==> config.mk <==
export PLATFORM = sky130hd
export DESIGN_NAME = mem_port_arbiter
export DESIGN_NICKNAME = d
export VERILOG_FILES = /design/src/rtl/mem_port_arbiter.sv
export SDC_FILE = /design/constraint.sdc
export NUM_CORES = 1
export LEC_CHECK = 0
export BUFFER_PORTS_ARGS = -buffer_cell sky130_fd_sc_hd__buf_4
export CELL_PAD_IN_SITES_DETAIL_PLACEMENT = 0
export CELL_PAD_IN_SITES_GLOBAL_PLACEMENT = 1
export CORE_AREA = 2 2 129 131
export DETAILED_ROUTE_END_ITERATION = 16
export DIE_AREA = 0 0 131 133
export PLACE_DENSITY_LB_ADDON = 0.1
export SLEW_MARGIN = 25
export SYNTH_ARGS = -nofsm -noshare
export SYNTH_HDL_FRONTEND = slang
export SYNTH_SLANG_ARGS = --single-unit
==> constraint.sdc <==
create_clock -name Clk -period 1.65 [get_ports Clk]
set_clock_uncertainty 0.05 [all_clocks]
set_input_delay 0.2475 -clock Clk [delete_from_list [all_inputs] [get_ports Clk]]
set_output_delay 0.2475 -clock Clk [all_outputs]
set_load 0.05 [all_outputs]
==> src/rtl/mem_port_arbiter.sv <==
// mem_port_arbiter
// Shares one sram-like uncached bus port between the instruction-fetch
// requester (I) and the memory-stage data requester (D).
// One transaction is in flight at a time. When both requesters ask in the
// same IDLE cycle, the one that did not win last time gets the bus.
// Ports:
//   Clk, Clr_n       clock, asynchronous active-low reset
//   inst_*           I side: read-only requests, addr_ok/data_ok/rdata back,
//                    inst_cancel drops a pending I response (pipeline flush)
//   data_*           D side: loads/stores with size/strobe/wdata,
//                    addr_ok/data_ok/rdata back
//   bus_*            shared bus port toward the bus bridge
module mem_port_arbiter (
    input  logic        Clk,
    input  logic        Clr_n,
    input  logic        inst_req,
    input  logic [31:0] inst_addr,
    output logic        inst_addr_ok,
    output logic        inst_data_ok,
    output logic [31:0] inst_rdata,
    input  logic        inst_cancel,
    input  logic        data_req,
    input  logic        data_wr,
    input  logic [1:0]  data_size,
    input  logic [31:0] data_addr,
    input  logic [3:0]  data_wstrb,
    input  logic [31:0] data_wdata,
    output logic        data_addr_ok,
    output logic        data_data_ok,
    output logic [31:0] data_rdata,
    output logic        bus_req,
    output logic        bus_wr,
    output logic [1:0]  bus_size,
    output logic [31:0] bus_addr,
    output logic [3:0]  bus_wstrb,
    output logic [31:0] bus_wdata,
    input  logic        bus_addr_ok,
    input  logic        bus_data_ok,
    input  logic [31:0] bus_rdata
);

    typedef enum logic [1:0] {
        ST_IDLE = 2'd0,
        ST_REQ  = 2'd1,
        ST_WAIT = 2'd2
    } state_t;

    localparam logic OWN_I = 1'b0;
    localparam logic OWN_D = 1'b1;

    state_t      state_q, state_d;
    logic        owner_q, owner_d;
    logic        last_owner_q, last_owner_d;
    logic        drop_q, drop_d;
    logic        wr_q, wr_d;
    logic [1:0]  size_q, size_d;
    logic [31:0] addr_q, addr_d;
    logic [3:0]  wstrb_q, wstrb_d;
    logic [31:0] wdata_q, wdata_d;

    logic        inst_part_s;
    logic        grant_s;

    // A fetch that is being flushed in the same cycle must not win the bus.
    assign inst_part_s = inst_req & ~inst_cancel;

    // Arbitration winner: a lone requester wins, a tie goes to the non-last owner.
    always_comb begin
        grant_s = OWN_I;
        if (inst_part_s && data_req) begin
            grant_s = ~last_owner_q;
        end else if (data_req) begin
            grant_s = OWN_D;
        end else begin
            grant_s = OWN_I;
        end
    end

    // State and latched request fields.
    always_ff @(posedge Clk or negedge Clr_n) begin
        if (!Clr_n) begin
            state_q      <= ST_IDLE;
            owner_q      <= OWN_I;
            last_owner_q <= OWN_I;
            drop_q       <= 1'b0;
            wr_q         <= 1'b0;
            size_q       <= 2'd0;
            addr_q       <= 32'd0;
            wstrb_q      <= 4'd0;
            wdata_q      <= 32'd0;
        end else begin
            state_q      <= state_d;
            owner_q      <= owner_d;
            last_owner_q <= last_owner_d;
            drop_q       <= drop_d;
            wr_q         <= wr_d;
            size_q       <= size_d;
            addr_q       <= addr_d;
            wstrb_q      <= wstrb_d;
            wdata_q      <= wdata_d;
        end
    end

    // Next state, grant latching and drop-flag tracking.
    always_comb begin
        state_d      = state_q;
        owner_d      = owner_q;
        last_owner_d = last_owner_q;
        drop_d       = drop_q;
        wr_d         = wr_q;
        size_d       = size_q;
        addr_d       = addr_q;
        wstrb_d      = wstrb_q;
        wdata_d      = wdata_q;
        case (state_q)
            ST_IDLE: begin
                drop_d = 1'b0;
                if (inst_part_s || data_req) begin
                    state_d      = ST_REQ;
                    owner_d      = grant_s;
                    last_owner_d = grant_s;
                    if (grant_s == OWN_D) begin
                        wr_d    = data_wr;
                        size_d  = data_size;
                        addr_d  = data_addr;
                        wstrb_d = data_wstrb;
                        wdata_d = data_wdata;
                    end else begin
                        // Fetches are always full-word reads.
                        wr_d    = 1'b0;
                        size_d  = 2'd2;
                        addr_d  = inst_addr;
                        wstrb_d = 4'd0;
                        wdata_d = 32'd0;
                    end
                end else begin
                    state_d = ST_IDLE;
                end
            end
            ST_REQ: begin
                if (bus_addr_ok) begin
                    state_d = ST_WAIT;
                end else begin
                    state_d = ST_REQ;
                end
                if (inst_cancel && (owner_q == OWN_I)) begin
                    drop_d = 1'b1;
                end else begin
                    drop_d = drop_q;
                end
            end
            ST_WAIT: begin
                if (bus_data_ok) begin
                    state_d = ST_IDLE;
                    drop_d  = 1'b0;
                end else if (inst_cancel && (owner_q == OWN_I)) begin
                    drop_d = 1'b1;
                end else begin
                    drop_d = drop_q;
                end
            end
            default: begin
                state_d = ST_IDLE;
                drop_d  = 1'b0;
            end
        endcase
    end

    // Bus drive and handshake routing back to the current owner only.
    always_comb begin
        bus_req      = 1'b0;
        bus_wr       = 1'b0;
        bus_size     = 2'd0;
        bus_addr     = 32'd0;
        bus_wstrb    = 4'd0;
        bus_wdata    = 32'd0;
        inst_addr_ok = 1'b0;
        data_addr_ok = 1'b0;
        inst_data_ok = 1'b0;
        data_data_ok = 1'b0;
        inst_rdata   = bus_rdata;
        data_rdata   = bus_rdata;
        case (state_q)
            ST_REQ: begin
                bus_req      = 1'b1;
                bus_wr       = wr_q;
                bus_size     = size_q;
                bus_addr     = addr_q;
                bus_wstrb    = wstrb_q;
                bus_wdata    = wdata_q;
                inst_addr_ok = bus_addr_ok & (owner_q == OWN_I);
                data_addr_ok = bus_addr_ok & (owner_q == OWN_D);
            end
            ST_WAIT: begin
                // A cancel arriving with the response suppresses it too.
                inst_data_ok = bus_data_ok & (owner_q == OWN_I) & ~drop_q & ~inst_cancel;
                data_data_ok = bus_data_ok & (owner_q == OWN_D);
            end
            default: begin
                bus_req = 1'b0;
            end
        endcase
    end

endmodule
==> metrics list <==
* Result of the run: complete, but fails checks
- The checks that failed: setup timing.
- GR Overflow Total: 0
- Power Dens Cells: 2210 mW/mm^2
- The internal power of the cells totals 0.009142 W.
- Summed over all nets, the half-perimeter wirelength after detailed placement is 9.967 mm.
- Hold/Removal Path Class: in2reg
- Proportion of synthesized chip area in sequential cells: 0.3954
* Startpoint class of the critical path: register
* Detailed router's first-iteration violation count: 168
- Number of iterations in the first detailed-routing pass: 5
* Count of H-tree levels built during CTS: 3
* Share of total power in sequential cells: 0.205
- The die is 133 um tall.
* Synthesized cell area: 0.004747 mm^2
- Type of the setup path with the least slack: reg2out
- After layout, the worst setup slack is -226.4 ps.
- Wire length of the first global-routing pass: 22.43 mm
- Part of the cycle the worst path needs: 1.137
* DRC: 0
* Number of global-route vias before repair: 4123
- Post-layout minimum cycle time: 1876 ps
- Average footprint of a synthesized cell: 9.788 um^2
- The share of total power dissipated in the clock network is 0.116.
- Most instantiated flip-flop cell in the synthesis netlist: dfrtp_1
* Port Buf Inserts: 185
* Antenna violations before repair: 0
- Standard-cell row count: 47
- By instance count, the leading cell after synthesis is dfrtp_1.
- In this run the static leakage power is 3.435 nW.
- In this run, synthesis inferred 0 flip-flops with an integrated enable.
* Yosys top cell by area: dfrtp_1
- Overall via count from detail_route: 3915
- The share of synthesized area in the top cell type comes to 0.3954.
- Data on the critical path is required at its endpoint by 1350 ps.
- Top achievable clock speed: 532.9 MHz
- For this run, the total global-route usage over all layers was measured as 0.1669.
- For the pin with the worst max-slew slack, the measured transition is 408.6 ps.
- Syn. warnings: 0
- Counting distinct cell types in the post-synthesis netlist gives 30.
- Max Slew Vio Count: 0
- Horizontal die dimension: 131 um
- Headroom to the max-slew limit came out at 0.7276.
- In the final timing run, aggregate negative setup slack is -13500 ps.
- Number of buffers created by CTS: 9
* Placer Congestion: 0.7378
- Ratio of routed vias to standard cells: 4.677
- After synthesis, the share of flip-flops with an asynchronous set or reset is 1.000.
- Floorplan Core Area: 0.01617 mm^2
* Number of synthesized register bits: 75
- Setup repair after global routing could not meet its margin everywhere.
* Hold violation count in the final report: 0
- In the final layout, the share of cells above drive strength 1 is 0.5731.
* Cell types with the largest area share after synthesis: dfrtp_1 (40%), buf_4 (10%), and2_1 (9.4%), a22oi_2 (7.4%), a22o_1 (7.0%)
* Total I/O pin count: 282
- After detailed routing, the average wire length per cell comes to 17.56 um.
* Max Cap Violations: 0
- The layout has 1538 filler cells.
* Endpoints failing setup: 75
- For the worst flop-to-flop path, the logic depth is 6.
* Max Fanout on Critical Path: 9
- The worst setup path is captured at an output pin.
* Top post-synthesis cells by count: dfrtp_1 (75), and2_1 (71), buf_4 (64)
- VDD sags by at most 0.001012 V.
- The share of total power dissipated in combinational logic is 0.679.
- Clock-pin slew reported for the worst setup and hold paths after clock tree synthesis: 60 ps
* DRT Wirelength: 14.70 mm
- Once detail routing completed, the nets flagged for antenna violations numbered 0.
* Worst-skew pair later-pin latency: 330 ps
* Clock tree from TritonCTS: built
- Of the total power, the share spent switching nets is 0.4312.
- Number of cells produced by synthesis: 485
* Total clock sinks: 75
- Clock tree buffer depth: 2
- Summed over all nets, the switching power comes to 0.006932 W.
- Root buffer selected by CTS: clkbuf_16
- Total power: 0.01607 W
- Number of nets in the synthesized netlist: 630
- Largest net degree at the start of global routing: 41
- For this configuration, the core starts out at a cell density of 0.2935.
- Arrival time of the worst setup path: 1580 ps
- WHS Path Cells: 2
- P&R area growth vs syn: 53.24%
- Final nets: 757
- Area enclosed by the die boundary: 0.01742 mm^2
repair_timing:
item,4_1_cts,5_1_grt
hold buffers,1,0
endpoints found under the hold margin,28,0
endpoints found under the setup margin,113,112
setup buffers,11,2
gates resized for setup,135,31
pin swaps,2,4
gates cloned,3,3
cell type report:
| class | count | area, um^2 | share of cell area |
|---|---|---|---|
| repair buffers | 225 | 2492 | 0.3426 |
| multi-input cells | 263 | 2206 | 0.3032 |
| flip-flops and latches | 75 | 1877 | 0.2580 |
| well taps | 220 | 275.3 | 0.03784 |
| clock buffers | 11 | 252.7 | 0.03474 |
| inverters | 38 | 142.6 | 0.01961 |
| clock inverters | 4 | 26.28 | 0.003612 |
| diodes | 1 | 2.502 | 0.0003440 |
flip-flops by register name (all words and copies together) (netlist names):
| name | flops |
|---|---|
| addr_q | 32 |
| wdata_q | 32 |
| wstrb_q | 4 |
| size_q | 2 |
| state_q | 2 |
| drop_q | 1 |
| last_owner_q | 1 |
| wr_q | 1 |
worst max-delay path, stage by stage, from the launching register on:
cell	delay [ps]
dfrtp_1	390
inv_2	80
ha_4	190
buf_12	150
buf_12	130
and2_4	160
buf_8	140
per-stage QoR:
| stage | area, um^2 | utilization | hold slack, ps | instances | setup WS [ps] |
|---|---|---|---|---|---|
| finish | 7274 | 0.4498 | 76.76 | 837 | -226.4 |
| global route | 7272 | 0.4497 | 68.14 | 836 | -279.9 |
| CTS | 7146 | 0.4419 | 57.03 | 835 | -236.0 |
| detailed placement | 6177 | 0.3820 | 165.7 | 805 | -2.389 |
| global placement | 6177 | 0.3820 | 166.2 | 805 | 46.08 |
| floorplan | 4989 | - | -98.09 | 485 | -231.3 |
cell usage in the layout, fill, tap and decap left out, drive strengths merged:
| cell type | synthesis | final |
|---|---|---|
| buf | 87 | 221 |
| dfrtp | 75 | 75 |
| and2 | 71 | 71 |
| a22o | 38 | 38 |
| inv | 38 | 38 |
| nand2 | 35 | 35 |
| o21ai | 34 | 34 |
| a22oi | 32 | 32 |
| o221a | 31 | 31 |
| clkbuf | 22 | 14 |
| nor2 | 5 | 5 |
| ha | 3 | 3 |
| clkinv | 0 | 3 |
| nand2b | 2 | 2 |
| nor2b | 2 | 2 |
| diode | 0 | 1 |
| a21oi | 1 | 1 |
| nor4 | 1 | 1 |
| nand3b | 1 | 1 |
| and3 | 1 | 1 |
| a31oi | 1 | 1 |
| a21boi | 1 | 1 |
| and3b | 1 | 1 |
| o221ai | 1 | 1 |
| a2bb2oi | 1 | 1 |
| a21o | 1 | 1 |
| clkinvlp | 0 | 1 |
| dlygate4sd3 | 0 | 1 |
power groups by stage:
| stage | logic, W | registers, W | clock network [W] |
|---|---|---|---|
| after detailed placement | 0.00887 | 0.00332 | 0 |
| after global routing | 0.0115 | 0.00343 | 0.00199 |
| after CTS | 0.0107 | 0.00330 | 0.00194 |
| final | 0.0109 | 0.00330 | 0.00187 |
| after floorplan | 0.00708 | 0.00318 | 0 |
| after global placement | 0.00882 | 0.00332 | 0 |
final timing paths:
kind | from | endpoint | slack [ps]
min | data_wstrb[1] | wstrb_q[1] | 80
max reg2reg | state_q[1] | wdata_q[30] | 50
min in group asynchronous | Clr_n | wdata_q[20] | 340
max in group asynchronous | Clr_n | addr_q[26] | 680
max | state_q[1] | bus_addr[9] | -230
min reg2reg | wdata_q[29] | wdata_q[29] | 460
layer usage:
| metal | vias to the layer above | global-route usage | part of all wire |
|---|---|---|---|
| met5 | - | 0 | 0 |
| met4 | 0 | 0.05674 | 0.018 |
| met3 | 17 | 0.03841 | 0.070 |
| met2 | 158 | 0.2545 | 0.46 |
| met1 | 1880 | 0.2323 | 0.45 |
| li1 | 1860 | - | - |
cell families after synthesis:
kind of cell,synth area share
buffers and inverters,0.1890
AO/OA/AOI/OAI,0.2712
AND/OR/NAND/NOR,0.1365
flip-flops,0.3954
adder cells (fa/ha/maj),0.007908
(Power assumes the default switching activity.)
